### config.mk
export PLATFORM = sky130hd
export DESIGN_NAME = cpu_mem_loader
export DESIGN_NICKNAME = d
export VERILOG_FILES = /design/src/rtl/cpu_mem_loader.sv
export SDC_FILE = /design/constraint.sdc
export NUM_CORES = 1
export LEC_CHECK = 0
export ABC_AREA = 1
export BUFFER_PORTS_ARGS = -buffer_cell sky130_fd_sc_hd__buf_2
export CORE_UTILIZATION = 61
export DETAILED_ROUTE_END_ITERATION = 16
export PLACE_DENSITY = 0.85
export SLEW_MARGIN = 40
export SYNTH_ARGS = -nofsm -noshare
export SYNTH_HDL_FRONTEND = slang
export SYNTH_SLANG_ARGS = --single-unit
### constraint.sdc
create_clock -name clk -period 7.34 [get_ports clk]
set_clock_uncertainty 0.05 [all_clocks]
set_input_delay 1.101 -clock clk [delete_from_list [all_inputs] [get_ports clk]]
set_output_delay 1.101 -clock clk [all_outputs]
set_load 0.02 [all_outputs]
### src/rtl/cpu_mem_loader.sv
// Loads CPU instruction/data memories from a valid/ready word stream, verifies them by checksum readback,
// then enables the CPU; writes land one cycle after acceptance, s_ready is high only in the load phases.
module cpu_mem_loader #(
    parameter int DATA_W     = 32,
    parameter int IMEM_WORDS = 512,
    parameter int DMEM_WORDS = 1024,
    parameter int LEN_W      = 11
) (
    input  logic              clk,
    input  logic              rst,
    input  logic              start,
    input  logic              stop,
    input  logic [LEN_W-1:0]  imem_len,
    input  logic [LEN_W-1:0]  dmem_len,
    input  logic              s_valid,
    output logic              s_ready,
    input  logic [DATA_W-1:0] s_data,
    output logic [31:0]       addr_ext,
    output logic              wen_ext,
    output logic              ren_ext,
    output logic [DATA_W-1:0] wdata_ext,
    input  logic [DATA_W-1:0] rdata_ext,
    output logic [31:0]       addr_ext_2,
    output logic              wen_ext_2,
    output logic              ren_ext_2,
    output logic [DATA_W-1:0] wdata_ext_2,
    input  logic [DATA_W-1:0] rdata_ext_2,
    output logic              cpu_enable,
    output logic              busy,
    output logic [1:0]        error
);

    typedef enum logic [2:0] {
        S_IDLE, S_LOAD_I, S_LOAD_D, S_RDBK_I, S_RDBK_D, S_CHECK, S_RUN, S_ERROR
    } state_t;

    localparam logic [LEN_W-1:0] IMAX = LEN_W'(IMEM_WORDS);
    localparam logic [LEN_W-1:0] DMAX = LEN_W'(DMEM_WORDS);
    localparam logic [LEN_W-1:0] ONE  = LEN_W'(1);

    state_t             r_state, w_nxt_state;
    logic [LEN_W-1:0]   r_ilen, w_nxt_ilen;
    logic [LEN_W-1:0]   r_dlen, w_nxt_dlen;
    logic [LEN_W-1:0]   r_cnt, w_nxt_cnt;
    logic [31:0]        r_sum_ld, w_nxt_sum_ld;
    logic [31:0]        r_sum_rb, w_nxt_sum_rb;
    logic               r_acc_i, w_nxt_acc_i;
    logic               r_acc_d, w_nxt_acc_d;
    logic [31:0]        r_addr_i, w_nxt_addr_i;
    logic [31:0]        r_addr_d, w_nxt_addr_d;
    logic               r_wen_i, w_nxt_wen_i;
    logic               r_wen_d, w_nxt_wen_d;
    logic               r_ren_i, w_nxt_ren_i;
    logic               r_ren_d, w_nxt_ren_d;
    logic [DATA_W-1:0]  r_wdata_i, w_nxt_wdata_i;
    logic [DATA_W-1:0]  r_wdata_d, w_nxt_wdata_d;
    logic               r_cpu_en, w_nxt_cpu_en;
    logic [1:0]         r_err, w_nxt_err;

    logic               w_xfer;
    logic               w_start_ok;
    logic [31:0]        w_cnt_addr;

    // Zero-length phases are skipped, so the entry state depends on which lengths are non-zero.
    function automatic state_t rdbk_entry(input logic [LEN_W-1:0] il, input logic [LEN_W-1:0] dl);
        if (il != '0)      return S_RDBK_I;
        else if (dl != '0) return S_RDBK_D;
        else               return S_CHECK;
    endfunction

    function automatic state_t load_entry(input logic [LEN_W-1:0] il, input logic [LEN_W-1:0] dl);
        if (il != '0)      return S_LOAD_I;
        else if (dl != '0) return S_LOAD_D;
        else               return rdbk_entry(il, dl);
    endfunction

    assign s_ready    = (r_state == S_LOAD_I) || (r_state == S_LOAD_D);
    assign busy       = !((r_state == S_IDLE) || (r_state == S_RUN) || (r_state == S_ERROR));
    assign w_xfer     = s_valid && s_ready;
    assign w_start_ok = start && ((r_state == S_IDLE) || (r_state == S_RUN) || (r_state == S_ERROR));
    assign w_cnt_addr = {{(32-LEN_W-2){1'b0}}, r_cnt, 2'b00};

    always_comb begin
        w_nxt_state   = r_state;
        w_nxt_ilen    = r_ilen;
        w_nxt_dlen    = r_dlen;
        w_nxt_cnt     = r_cnt;
        w_nxt_sum_ld  = r_sum_ld;
        // Read data returns one cycle after ren, so the accumulate flags are ren delayed by one.
        w_nxt_sum_rb  = r_sum_rb + (r_acc_i ? rdata_ext : '0) + (r_acc_d ? rdata_ext_2 : '0);
        w_nxt_acc_i   = r_ren_i;
        w_nxt_acc_d   = r_ren_d;
        w_nxt_addr_i  = r_addr_i;
        w_nxt_addr_d  = r_addr_d;
        w_nxt_wen_i   = 1'b0;
        w_nxt_wen_d   = 1'b0;
        w_nxt_ren_i   = 1'b0;
        w_nxt_ren_d   = 1'b0;
        w_nxt_wdata_i = r_wdata_i;
        w_nxt_wdata_d = r_wdata_d;
        w_nxt_cpu_en  = r_cpu_en;
        w_nxt_err     = r_err;

        if (stop) begin
            w_nxt_state  = S_IDLE;
            w_nxt_cpu_en = 1'b0;
        end else if (w_start_ok) begin
            w_nxt_ilen   = imem_len;
            w_nxt_dlen   = dmem_len;
            w_nxt_cnt    = '0;
            w_nxt_sum_ld = '0;
            w_nxt_sum_rb = '0;
            w_nxt_err    = 2'd0;
            w_nxt_cpu_en = 1'b0;
            if ((imem_len > IMAX) || (dmem_len > DMAX)) begin
                w_nxt_state = S_ERROR;
                w_nxt_err   = 2'd1;
            end else begin
                w_nxt_state = load_entry(imem_len, dmem_len);
            end
        end else begin
            case (r_state)
                S_LOAD_I: begin
                    if (w_xfer) begin
                        w_nxt_wen_i   = 1'b1;
                        w_nxt_wdata_i = s_data;
                        w_nxt_addr_i  = w_cnt_addr;
                        w_nxt_sum_ld  = r_sum_ld + s_data;
                        if (r_cnt == r_ilen - ONE) begin
                            w_nxt_cnt   = '0;
                            w_nxt_state = (r_dlen != '0) ? S_LOAD_D : rdbk_entry(r_ilen, r_dlen);
                        end else begin
                            w_nxt_cnt = r_cnt + ONE;
                        end
                    end
                end
                S_LOAD_D: begin
                    if (w_xfer) begin
                        w_nxt_wen_d   = 1'b1;
                        w_nxt_wdata_d = s_data;
                        w_nxt_addr_d  = w_cnt_addr;
                        w_nxt_sum_ld  = r_sum_ld + s_data;
                        if (r_cnt == r_dlen - ONE) begin
                            w_nxt_cnt   = '0;
                            w_nxt_state = rdbk_entry(r_ilen, r_dlen);
                        end else begin
                            w_nxt_cnt = r_cnt + ONE;
                        end
                    end
                end
                S_RDBK_I: begin
                    if (r_cnt != r_ilen) begin
                        w_nxt_ren_i  = 1'b1;
                        w_nxt_addr_i = w_cnt_addr;
                        w_nxt_cnt    = r_cnt + ONE;
                    end else if (!r_ren_i) begin
                        // Drain cycle done: the final word is accumulated on this same edge.
                        w_nxt_cnt   = '0;
                        w_nxt_state = (r_dlen != '0) ? S_RDBK_D : S_CHECK;
                    end
                end
                S_RDBK_D: begin
                    if (r_cnt != r_dlen) begin
                        w_nxt_ren_d  = 1'b1;
                        w_nxt_addr_d = w_cnt_addr;
                        w_nxt_cnt    = r_cnt + ONE;
                    end else if (!r_ren_d) begin
                        w_nxt_cnt   = '0;
                        w_nxt_state = S_CHECK;
                    end
                end
                S_CHECK: begin
                    if (r_sum_ld == r_sum_rb) begin
                        w_nxt_state  = S_RUN;
                        w_nxt_cpu_en = 1'b1;
                    end else begin
                        w_nxt_state = S_ERROR;
                        w_nxt_err   = 2'd2;
                    end
                end
                S_ERROR: w_nxt_cpu_en = 1'b0;
                default: ;
            endcase
        end
    end

    always_ff @(posedge clk) begin
        if (rst) begin
            r_state   <= S_IDLE;
            r_ilen    <= '0;
            r_dlen    <= '0;
            r_cnt     <= '0;
            r_sum_ld  <= '0;
            r_sum_rb  <= '0;
            r_acc_i   <= 1'b0;
            r_acc_d   <= 1'b0;
            r_addr_i  <= '0;
            r_addr_d  <= '0;
            r_wen_i   <= 1'b0;
            r_wen_d   <= 1'b0;
            r_ren_i   <= 1'b0;
            r_ren_d   <= 1'b0;
            r_wdata_i <= '0;
            r_wdata_d <= '0;
            r_cpu_en  <= 1'b0;
            r_err     <= 2'd0;
        end else begin
            r_state   <= w_nxt_state;
            r_ilen    <= w_nxt_ilen;
            r_dlen    <= w_nxt_dlen;
            r_cnt     <= w_nxt_cnt;
            r_sum_ld  <= w_nxt_sum_ld;
            r_sum_rb  <= w_nxt_sum_rb;
            r_acc_i   <= w_nxt_acc_i;
            r_acc_d   <= w_nxt_acc_d;
            r_addr_i  <= w_nxt_addr_i;
            r_addr_d  <= w_nxt_addr_d;
            r_wen_i   <= w_nxt_wen_i;
            r_wen_d   <= w_nxt_wen_d;
            r_ren_i   <= w_nxt_ren_i;
            r_ren_d   <= w_nxt_ren_d;
            r_wdata_i <= w_nxt_wdata_i;
            r_wdata_d <= w_nxt_wdata_d;
            r_cpu_en  <= w_nxt_cpu_en;
            r_err     <= w_nxt_err;
        end
    end

    assign addr_ext    = r_addr_i;
    assign wen_ext     = r_wen_i;
    assign ren_ext     = r_ren_i;
    assign wdata_ext   = r_wdata_i;
    assign addr_ext_2  = r_addr_d;
    assign wen_ext_2   = r_wen_d;
    assign ren_ext_2   = r_ren_d;
    assign wdata_ext_2 = r_wdata_d;
    assign cpu_enable  = r_cpu_en;
    assign error       = r_err;

endmodule

# After elaboration in Yosys (flattened, before gate mapping)
# Cells that the tools add are included.
totals:
  register_bits: 237
  out_inout_bits: 137
  elab_cells: 146
op_classes:
  add_sub_neg: 6
  magnitude_cmp: 2
  eq_ne: 28
  n_mux: 49
  bitwise_logic: 6
  reduce_logical: 37
ops:
  columns: ["cell", "n"]
  rows:
  - ["32-bit two-way mux", 10]
  - ["32-bit case mux with 2 select lines", 2]
  - ["11-bit two-way mux", 9]
  - ["32-bit adder", 3]
  - ["3-bit two-way mux", 15]
  - ["11-bit case mux with 4 select lines", 1]
  - ["11-bit nonzero test", 4]
  - ["32-bit == test", 1]
  - ["11-bit == test", 2]
  - ["11-bit != test", 2]
  - ["11-bit by 1-bit subtractor with 11-bit output (second input constant)", 2]
  - ["3-bit != test (second input constant)", 6]
  - ["4-bit OR reduction", 4]
  - ["3-bit case mux with 5 select lines", 1]
  - ["3-bit == test (second input constant)", 4]
  - ["2-bit != test (second input constant)", 6]
  - ["2-bit nonzero test", 6]
  - ["11-bit by 1-bit adder with 11-bit output (second input constant)", 1]
  - ["11-bit by 10-bit > comparator with 1-bit output (second input constant)", 1]
  - ["11-bit > comparator (second input constant)", 1]
  - ["5-bit AND reduction", 2]
  - ["9-bit AND reduction", 1]
  - ["4-bit != test (second input constant)", 2]
  - ["4-bit AND reduction", 2]
  - ["other kinds (18)", 40]

# Depth between registers and ports, before layout
logic_depth:
  word_depth: 7
  depth_mapped: 18
  depth_no_buf: 17

# Least setup slack after synthesis
# OpenSTA, ideal clock, no wires.
synth_timing:
  path_kind: "in2reg"
  start: "input port rdata_ext[1]"
  end: "register r_sum_rb[31]"
  setup_ns: 0.070
  arrival_ns: 3.164
  required_ns: 7.220
  path_slack_ns: 4.056
  stages: 13
  path_buffers: 0
  path_cell_list: "nand2_1 -> inv_1 -> fa_1 -> ha_1 -> fa_1 -> nand2_1 -> nand2_1 -> o21ai_0 -> o21a_1 -> o21ai_0 -> nand3_1 -> a21o_1 -> a21oi_1"
synth_via:
  elab_chain_cells: 5
synth_lines:
  columns: ["item", "line", "source"]
  rows:
  - ["from (decl)", "22", "input logic [DATA_W-1:0] rdata_ext,"]
  - ["32-bit two-way mux (*)", "90", "w_nxt_sum_rb = r_sum_rb + (r_acc_i ? rdata_ext : '0) + (r_acc_d ? rdata_ext_2 : '0);"]
  - ["32-bit adder (*) (2 in series)", "90", null]
  - ["32-bit two-way mux", "107", "end else if (w_start_ok) begin"]
  - ["32-bit two-way mux (*)", "104", "if (stop) begin"]
  - ["to (signal assigned)", "213", "r_sum_rb <= w_nxt_sum_rb;"]
  - ["to (decl)", "46", "logic [31:0] r_sum_rb, w_nxt_sum_rb;"]
# Mark *: on every way between the ends. The rest lies on a longest branch, timed or not.
# A chain may end at the register's enable or synchronous reset.

# Worst setup path in the final report
# Ends and elaborated chain as after synthesis.

==> key figures <==
Run status
  • Status: completed

Global route
  • First-pass GRT wire length: 60640 um
  • GRT Util Overall: 33.89%
  • Gr ovfl total: 0
  • Pin count of the biggest net entering global routing: 110
  • Vias in the first global route: 12290
  • Initial antenna violation count: 0

Critical path
  • Worst R2R Path Depth: 13
  • Reg-to-reg setup timing slack: 3990 ps
  • Buf/Inv on CP: 2
  • CP most frequent cell: nand2_1
  • Kind of critical path: in -> reg
  • Crit-path leading delay family: compound AO/OA/AOI/OAI gates
  • Crit path capture type: register
  • CP startpoint kind: input pin
  • CP required: 7650 ps
  • Critical-path cell list: buf_2, nand2_1, inv_1, fa_1, ha_1, fa_1, nand2_1, nand2_1, o21ai_0, o21a_1, o21ai_0, nand3_1, a21o_1, a21oi_1
  • Worst r2r src: r_acc_i$_SDFF_PP0_
  • R2R Path End: r_sum_rb[23]$_SDFF_PP0_
  • CP max stage cell: fa_1
  • Critical path arrival: 3690 ps
  • CP max FO: 4
  • CP max stage delay: 520 ps

Place
  • PortBufs: 217
  • DP Cell Count: 2503
  • DP HPWL: 30480 um
  • Pre-CTS setup slack: 3396 ps
  • Final GP Congestion: 0.9719

Power
  • Static leakage power: 7.754 nW
  • Power Dens Cells: 226.8 nW/um^2
  • Clock share of power: 27.6%
  • Combinational power share: 36.3%
  • Worst vdd ir: 159.7 uV
  • Flop pwr share: 36.2%
  • NetSw: 1.442 mW
  • Sw frac: 41.60%
  • Pint: 2.025 mW

Hold path
  • Hold path depth: 2
  • Hold crit path type: reg -> reg
  • Hold Path End: wdata_ext_2[13]$_SDFFE_PP0P_
  • Hold path startpoint: wdata_ext_2[13]$_SDFFE_PP0P_

Clock network
  • H-tree levels: 4
  • CTS resizes: 0
  • Clock Tree Root: clkbuf_16
  • Clk sinks: 195
  • Clock latency on the worst-skew pair: 450 ps
  • CTS tree: yes
  • Clock Tree Buf Depth: 2
  • Reg clk slew, reported paths: 80 ps
  • Postcts setup bufs: 0
  • Num CTS Buffers: 17
  • Hold_buf cts: 0

Route
  • DRC Markers: 0
  • Routed Antenna Nets: 0
  • Drt wl/cell: 15.22 um
  • Via count: 13950
  • Drt initial violations: 962
  • Vias/cell: 5.505
  • DR pass1 iterations: 5
  • Final wirelength: 38580 um

Synthesis
  • Most common cell in the synthesized netlist: nand2_1
  • Post-synth EDFFs: 0
  • Syn_area_per_cell: 6.606 sq um
  • Post-Syn Instances: 2061
  • Synth area leaders: dfxtp_1, nand2_1, a21oi_1
  • Synth cell types: 47
  • Most instantiated cells after synthesis: nand2_1, inv_1, a21oi_1, dfxtp_1, nor2_1
  • Synth top area share: 28.67%
  • Post-synth top flop: dfxtp_1
  • Cell Area, Synth: 13620 sq um
  • Flops & latches, synth: 195
  • Cell taking the most area after synthesis: dfxtp_1
  • FFs w/ async S/R, synth: 0%
  • Yosys warnings: 0
  • Post-synthesis sequential area ratio: 28.67%

Floorplanning
  • Top-Level Pins: 260
  • Die W: 151.4 um
  • Die H: 151.4 um
  • Core Area: 21820 sq um
  • Row count: 54
  • Starting density of the core: 62.39%
  • Die area: 22920 sq um

Timing
  • Upper clock frequency limit: 0.2959 GHz
  • Least-Margin Pin Slew: 821.8 ps
  • Final worst slack: 3960 ps
  • Min Tclk post-route: 3380 ps
  • Setup violators final: 0
  • Final Hold Viols: 0
  • RSZ-0062 raised after global routing: no
  • Final setup TNS: 0 ps
  • Max Slew Vio Count: 0
  • Relative slew slack: 45.15%
  • Final Cycle Share: 46.05%

Layout
  • Share of cells above drive strength 1: 13.44%
  • Nets@finish: 2465
  • Fin cells: 2535
  • Area Overhead vs Synth: 12.26%
  • Antenna cells: 0

Run
  • Max-cap violations: 0
[flip-flops by register name (all words and copies together), names as in the netlist, 2 cells and up]
register,flops
error,2
r_ilen,11
r_sum_ld,32
r_dlen,11
addr_ext,11
r_sum_rb,32
wdata_ext,32
addr_ext_2,11
r_state,3
wdata_ext_2,32
r_cnt,11
[layout by cell type, fill, tap and decap left out, types with 3 or more instances in the layout]
| master | netlist | routed |
|---|---|---|
| o211ai_1 | 3 | 3 |
| nand3b_1 | 8 | 8 |
| a21oi_1 | 263 | 263 |
| clkinv_4 | 1 | 3 |
| nor3_1 | 17 | 17 |
| clkinv_8 | 0 | 6 |
| fa_1 | 33 | 33 |
| a21oi_2 | 10 | 10 |
| nor2_1 | 182 | 182 |
| clkbuf_16 | 0 | 17 |
| o21a_1 | 16 | 16 |
| buf_4 | 46 | 5 |
| nand3_1 | 90 | 88 |
| buf_2 | 22 | 217 |
| nand2_2 | 4 | 4 |
| o21ai_0 | 177 | 177 |
| ha_1 | 67 | 67 |
| o21ai_1 | 9 | 9 |
| nor4_1 | 7 | 7 |
| xor2_1 | 17 | 17 |
| nand2_1 | 482 | 482 |
| nor2_2 | 3 | 3 |
| nand3_2 | 12 | 14 |
| inv_2 | 6 | 7 |
| dfxtp_1 | 195 | 193 |
| a31oi_1 | 3 | 3 |
| xnor2_1 | 31 | 31 |
| inv_1 | 277 | 277 |
| nand4_1 | 16 | 16 |
| conb_1 | 1 | 42 |
| a21o_1 | 7 | 7 |
| or2_2 | 3 | 3 |
[final cells by class]
cell class                      instances  area, sq um
Inverter                              285         1075
Clock inverter                         14        178.9
Clock buffer                           18        439.2
Fill cell                            1938         6539
Timing Repair Buffer                  223         1135
Sequential cell                       195         3906
Tap cell                              280        350.3
Multi-Input combinational cell       1520         8200
[layer usage]
metal / share of wire, % / GRT usage [%]
met5: 0 / 0
met1: 45 / 48.63
met3: 10 / 5.602
met2: 44 / 52.28
met4: 1.4 / 8.900
[how the worst max path moves through the flow]
stage | startpoint | endpoint | slack, ps | cells after the start
finish | rdata_ext[1] | r_sum_rb[31]$_SDFF_PP0_ | 3960 | 14
global route | r_acc_d$_SDFF_PP0_ | r_sum_rb[22]$_SDFF_PP0_ | 3680 | 15
CTS | rst | r_sum_rb[23]$_SDFF_PP0_ | 3860 | 8
detailed placement | rst | r_sum_rb[23]$_SDFF_PP0_ | 3400 | 8
global placement | rst | r_sum_rb[23]$_SDFF_PP0_ | 3470 | 8
floorplan | rdata_ext[1] | r_sum_rb[31]$_SDFF_PP0_ | 4060 | 13
[worst register-to-register path, stage by stage, from the launching register on]
cell	delay (ps)
dfxtp_2	700
nand2_1	110
inv_1	100
fa_1	440
ha_1	250
fa_1	390
nand2_1	100
nand2_1	60
o21ai_0	190
o21a_1	210
o21ai_0	180
a21oi_1	220
o21ai_0	90
a21oi_1	160
[logic make-up after synthesis]
group                      count (synthesis)  synth area share (%)
other                                      1               0.02754
AOI/OAI and AO/OA                        499                 19.33
xor gates and xnor gates                  48                 3.088
and+or+nand+nor                          831                 25.57
adders and majority gates                100                 11.01
buffers and inverters                    387                 12.30
DFF                                      195                 28.67
[through the flow]
stage	utilization, %	power, mW	area (sq um)	hold slack [ps]
3_3_place_gp	67.18	2.466	14660	378.9
5_1_grt	70.04	3.674	15280	412.7
4_1_cts	70.02	3.447	15280	394.2
2_1_floorplan	-	2.183	13770	405.8
6_report	70.04	3.467	15280	393.5
3_5_place_dp	67.19	2.499	14660	382.9
[power by group through the flow]
stage / combinational (mW) / clock (mW) / sequential [mW]
6_report: 1.26 / 0.957 / 1.25
3_3_place_gp: 1.20 / 0 / 1.27
4_1_cts: 1.23 / 0.964 / 1.25
3_5_place_dp: 1.23 / 0 / 1.27
2_1_floorplan: 0.897 / 0 / 1.29
5_1_grt: 1.40 / 1.01 / 1.27
(Power assumes the default switching activity.)
